===== config.mk =====
export PLATFORM = sky130hd
export DESIGN_NAME = board_commit
export DESIGN_NICKNAME = d
export VERILOG_FILES = /design/src/rtl/board_commit.sv
export SDC_FILE = /design/constraint.sdc
export NUM_CORES = 1
export LEC_CHECK = 0
export CORE_UTILIZATION = 30
export CTS_BUF_LIST = sky130_fd_sc_hd__clkbuf_4 sky130_fd_sc_hd__clkbuf_8
export DETAILED_ROUTE_END_ITERATION = 7
export HOLD_SLACK_MARGIN = 0.03
export SETUP_SLACK_MARGIN = 0.1
export SYNTH_ARGS = -nofsm -noshare
export SYNTH_HDL_FRONTEND = slang
export SYNTH_SLANG_ARGS = --single-unit

===== constraint.sdc =====
create_clock -name clk -period 10.51 [get_ports clk]
set_clock_uncertainty 0.05 [all_clocks]
set_input_delay 1.051 -clock clk [delete_from_list [all_inputs] [get_ports clk]]
set_output_delay 1.051 -clock clk [all_outputs]
set_load 0.03 [all_outputs]

===== src/rtl/board_commit.sv =====
// board_commit -- board-state owner for the 2048 game logic.
//
// Sits behind the 4:1 direction-select mux. On move_req it waits MUX_LAT
// cycles for next_board to settle. It commits next_board only when it
// differs from the current board. It then spawns a tile in a pseudo-random
// empty cell and evaluates won/lost. On new_game it clears the board and
// spawns two tiles.
//
// Ports:
//   clk, rst          clock, asynchronous active-high reset
//   new_game          pulse: clear board, spawn two tiles (wins over move_req)
//   move_req          pulse: commit next_board as a move
//   next_board[r][c]  moved board from the mux, literal tile values, 0 = empty
//   board[r][c]       current committed board (fed back to the move engines)
//   busy              request in flight
//   done / no_move    completion pulse / completion with an unchanged board
//   won / lost        levels, refreshed when a request completes
//   move_count        committed moves since reset/new_game, saturating
//
// Optional build macro: SPAWN_FOUR_EN -- roughly 1 in 16 spawns are 4s.

// Per-cell status: empty, holds the win value, or matches its right/down
// neighbour (a merge is still possible).
module board_commit_cell #(
  parameter logic [11:0] WIN_VALUE = 12'd2048
) (
  input  logic [11:0] val,
  input  logic [11:0] right,
  input  logic [11:0] down,
  input  logic        has_right,
  input  logic        has_down,
  output logic        empty,
  output logic        win,
  output logic        pair
);
  assign empty = (val == 12'd0);
  assign win   = (val == WIN_VALUE);
  assign pair  = !empty && ((has_right && val == right) || (has_down && val == down));
endmodule

module board_commit #(
  parameter int          MUX_LAT   = 2,
  parameter logic [15:0] LFSR_SEED = 16'hACE1,
  parameter logic [11:0] WIN_VALUE = 12'd2048
) (
  input  logic                    clk,
  input  logic                    rst,
  input  logic                    new_game,
  input  logic                    move_req,
  input  logic [3:0][3:0][11:0]   next_board,
  output logic [3:0][3:0][11:0]   board,
  output logic                    busy,
  output logic                    done,
  output logic                    no_move,
  output logic                    won,
  output logic                    lost,
  output logic [15:0]             move_count
);
  localparam logic [2:0] S_IDLE    = 3'd0;
  localparam logic [2:0] S_WAIT    = 3'd1;
  localparam logic [2:0] S_COMPARE = 3'd2;
  localparam logic [2:0] S_SPAWN   = 3'd3;
  localparam logic [2:0] S_CHECK   = 3'd4;

  localparam int WCW = (MUX_LAT > 1) ? $clog2(MUX_LAT) : 1;

  logic [2:0]     state;
  logic [15:0]    lfsr;
  logic [WCW-1:0] wait_cnt;
  logic [1:0]     spawn_left;
  logic [3:0]     ptr;        // spawn scan pointer, idx = 4*r + c
  logic [3:0]     probe_cnt;  // consecutive occupied probes
  logic [11:0]    spawn_val;
  logic [15:0]    cell_empty, cell_win, cell_pair;

  // Fibonacci LFSR, taps 16,14,13,11.
  logic lfsr_fb;
  assign lfsr_fb = lfsr[15] ^ lfsr[13] ^ lfsr[12] ^ lfsr[10];

`ifdef SPAWN_FOUR_EN
  assign spawn_val = (lfsr[7:4] == 4'h0) ? 12'd4 : 12'd2;
`else
  assign spawn_val = 12'd2;
`endif

  for (genvar r = 0; r < 4; r++) begin : g_row
    for (genvar c = 0; c < 4; c++) begin : g_col
      logic [11:0] rv, dv;
      if (c < 3) begin : g_r
        assign rv = board[r][c+1];
      end else begin : g_nr
        assign rv = '0;
      end
      if (r < 3) begin : g_d
        assign dv = board[r+1][c];
      end else begin : g_nd
        assign dv = '0;
      end
      board_commit_cell #(.WIN_VALUE(WIN_VALUE)) u_cell (
        .val       (board[r][c]),
        .right     (rv),
        .down      (dv),
        .has_right (c < 3),
        .has_down  (r < 3),
        .empty     (cell_empty[4*r+c]),
        .win       (cell_win[4*r+c]),
        .pair      (cell_pair[4*r+c])
      );
    end
  end

  always_ff @(posedge clk or posedge rst) begin
    if (rst) begin
      state      <= S_IDLE;
      board      <= '0;
      busy       <= 1'b0;
      done       <= 1'b0;
      no_move    <= 1'b0;
      won        <= 1'b0;
      lost       <= 1'b0;
      move_count <= '0;
      lfsr       <= LFSR_SEED;
      wait_cnt   <= '0;
      spawn_left <= '0;
      ptr        <= '0;
      probe_cnt  <= '0;
    end else begin
      lfsr    <= {lfsr[14:0], lfsr_fb};
      done    <= 1'b0;
      no_move <= 1'b0;
      case (state)
        S_IDLE: begin
          // busy is held through the done cycle and drops here.
          busy <= 1'b0;
          if (new_game) begin
            board      <= '0;
            won        <= 1'b0;
            lost       <= 1'b0;
            move_count <= '0;
            spawn_left <= 2'd2;
            ptr        <= lfsr[3:0];
            probe_cnt  <= '0;
            busy       <= 1'b1;
            state      <= S_SPAWN;
          end else if (move_req) begin
            wait_cnt <= '0;
            busy     <= 1'b1;
            state    <= S_WAIT;
          end
        end
        S_WAIT: begin
          wait_cnt <= wait_cnt + WCW'(1);
          if (wait_cnt == WCW'(MUX_LAT - 1)) state <= S_COMPARE;
        end
        S_COMPARE: begin
          if (next_board == board) begin
            done    <= 1'b1;
            no_move <= 1'b1;
            state   <= S_IDLE;
          end else begin
            board <= next_board;
            if (move_count != 16'hFFFF) move_count <= move_count + 16'd1;
            spawn_left <= 2'd1;
            ptr        <= lfsr[3:0];
            probe_cnt  <= '0;
            state      <= S_SPAWN;
          end
        end
        S_SPAWN: begin
          if (cell_empty[ptr]) begin
            board[ptr[3:2]][ptr[1:0]] <= spawn_val;
            spawn_left <= spawn_left - 2'd1;
            if (spawn_left == 2'd1) begin
              state <= S_CHECK;
            end else begin
              ptr       <= lfsr[3:0];
              probe_cnt <= '0;
            end
          end else begin
            // Linear probe; a full lap means the board is full, give up.
            ptr <= ptr + 4'd1;
            if (probe_cnt == 4'd15) state <= S_CHECK;
            else probe_cnt <= probe_cnt + 4'd1;
          end
        end
        S_CHECK: begin
          won   <= |cell_win;
          lost  <= ~(|cell_empty) & ~(|cell_pair);
          done  <= 1'b1;
          state <= S_IDLE;
        end
        default: state <= S_IDLE;
      endcase
    end
  end
endmodule


==> impl_metrics.csv <==
group,metric,value,unit
setup_path,rr_worst_depth,11,
synthesis,async_reset_ff_frac,1.00,
synthesis,syn_avg_cell_area,8.46,um^2
synthesis,yosysSeqAreaShare,0.345,
power_and_ir_drop,p_leak,0.00919,uW
setup_path,slowest_delay,1.04,ns
layout,final_cell_area,0.0227,mm^2
place,hpwl,69.5,mm
layout,layout_commonest_cell,"clkdlybuf4s50_1",
die,die_h,244,um
place,io_buffer_count,408,
die,pin_count,409,
timing,drv_slew,0,
clock_tree,ctsResizeCount,0,
timing,rsz0062_at_grt,"no",
setup_path,crit_slowest_cell,"nor4_1",
clock_tree,cts_tree,"done",
layout,final_cell_mix,"clkdlybuf4s50_1 (408), xor2_1 (310), dfrtp_1 (235)",
clock_tree,clockBufferDepth,3,
synthesis,synth_top_area_cell,"dfrtp_1",
synthesis,synth_top_family_by_area,"XOR/XNOR gates",
synthesis,synth_cell_types,65,
drt,drt_pass1_iterations,6,
power_and_ir_drop,power.density,400,mW/mm^2
place,dp_slack,3.71,ns
clock_tree,path_clk_slew,0.06,ns
die,start_util,0.304,
setup_path,arrival,6.63,ns
layout,regArea,0.00609,mm^2
synthesis,synth_top_area_frac,0.334,
timing,setup_tns,0,ns
timing,hold_viol,0,
clock_tree,cts_sinks,243,
timing,max-slew-margin-rel,0.133,
synthesis,synth-simple-area-share,0.124,
clock_tree,clk_latency,0.65,ns
die,core-area,0.0579,mm^2
grt,grt_pass1_vias,16828,
clock_tree,cts_buffers,48,
timing,worst_pin_slew,1.30,ns
setup_path,path_cells,"clkdlybuf4s50_1, xor2_1, nor4_1, nand4_1, nor4_1, a41oi_4, buf_12, nand2b_4, or2_4, buf_4, buf_4, mux2_4",
timing,setup_slack,4.33,ns
layout,drive_gt1_frac,0.0509,
layout,multi_input_area,0.00974,mm^2
synthesis,synthCells,2084,
setup_path,crit_buf_inv,4,
drt,drtIter0Drc,1938,
synthesis,synth_compound_area_frac,0.179,
synthesis,yosys_warnings,0,
die,die-area,0.0597,mm^2
grt,grt_max_degree,185,
timing,period_minus_slack,6.18,ns
drt,vias,17522,
grt,grt_use_total,0.299,
synthesis,synthMuxAreaShare,0.00490,
setup_path,cp_top_family,"simple AND/OR/NAND/NOR gates",
layout,fillers,5823,
synthesis,synth-xor-area-share,0.237,
job,maxCapViolCount,0,
drt,postRouteAntennaNets,0,
setup_path,critPathMaxFanout,184,
min_path,hold_depth,0,
setup_path,cp-start-kind,"input pin",
layout,utilization,0.392,
setup_path,path_depth,12,
grt,grt-ovfl-total,0,
status,status,"completed",
place,place_area,0.0217,mm^2
synthesis,ys_ff_latch,243,
clock_tree,cts_setup_buffers,0,
synthesis,synthAdderAreaFrac,0.00497,
drt,wl_per_cell,29.5,um
clock_tree,hold_buffers,0,
clock_tree,htreeDepth,2,
layout,final_nets,2496,
drt,viasPerCell,5.67,
synthesis,syn-cell-area,0.0176,mm^2
synthesis,syn_nets,2287,
timing,timing.hold.ws,0.296,ns
timing,post-route-period-util,0.588,
power_and_ir_drop,ir_drop,0.000201,V
drt,drc,0,
timing,max_freq,0.162,GHz
place,gp_congestion,1.01,
synthesis,synthFlopType,"dfrtp_1",
synthesis,synth_edf_count,0,
timing,setup_viol,0,
min_path,hold_path.class,"flop to flop",
drt,totalWireLength,91.1,mm
grt,antenna_found_initial,8,
die,rows,88,
synthesis,synth_top_cells_by_area,"dfrtp_1 (33%), xor2_1 (15%), xnor2_1 (8.2%)",
clock_tree,ctsRootBufferMaster,"clkbuf_8",
die,fp.dieW,244,um
setup_path,setup.worst_path.end_class,"flop",
layout,synthToLayoutAreaGrowth,28.7,%
setup_path,critPathKind,"input pin to flop",
grt,grt_first_pass_wirelength,129,mm
setup_path,worstPathRequired,10.96,ns
registers in the layout (all words and copies together) (netlist names):
register	count
g_row.g_col.rv	36
spawn_left	2
no_move	1
lost	1
move_count	16
busy	1
board	12
lfsr	16
ptr	4
wait_cnt	1
done	1
probe_cnt	4
state	3
won	1
g_row.g_col.dv	144
metrics by stage:
| step | total power (uW) | instances |
|---|---|---|
| 2_1_floorplan | 5780 | 2084 |
| 3_3_place_gp | 7870 | 3008 |
| 3_5_place_dp | 7980 | 3008 |
| 4_1_cts | 8990 | 3084 |
| 5_1_grt | 9500 | 3088 |
| 6_report | 9080 | 3093 |
cell type report:
class                      count  area share
tap                          765      0.0422
inverter                     189      0.0316
clock buffer                  68      0.0377
antenna                        9    0.000993
multi-input combinational   1383       0.429
sequential                   243       0.268
timing repair buffer         428       0.187
clock inverter                 8     0.00287
routing by layer:
layer	global-route usage	vias up	routed length (um)
met3	0.0698	164	8830
li1	-	7568	-
met2	0.470	1101	41700
met1	0.401	8687	37500
met5	0	-	11
met4	0.0991	2	3030
where the power goes:
part	switching [uW]	internal, uW
combinational	3110	2130
sequential	1510	1350
clock	446	540
Yosys cell counts (all sizes together) (7+ instances only):
cell	number
a21oi	42
buf	47
nand2	49
inv	189
dfrtp	235
xor2	310
nor2	38
nand4	71
nand3	36
clkbuf	222
a2bb2oi	7
ha	7
and3	7
o21ai	208
nor3	37
a31oi	9
o22ai	7
dfstp	8
o21a	14
xnor2	167
a22oi	179
nor4	119
logic make-up after synthesis:
family,count (synthesis)
adders and majority gates,7
buffers and inverters,458
muxes,8
xor gates and xnor gates,477
DFF,243
AOI/OAI and AO/OA,502
and+or+nand+nor,389
path summary, 6_finish.rpt:
check | from | end | slack (ns)
max | next_board[43] | spawn_left[0] | 4.33
min | lfsr[5] | lfsr[6] | 0.30
min in group asynchronous | rst | g_row[0].g_col[0].rv[5] | 0.87
max in group asynchronous | rst | lfsr[4] | 7.16
max reg2reg | g_row[1].g_col[2].dv[5] | spawn_left[0] | 4.49
min reg2reg | lfsr[5] | lfsr[6] | 0.30
(Power assumes the default switching activity.)
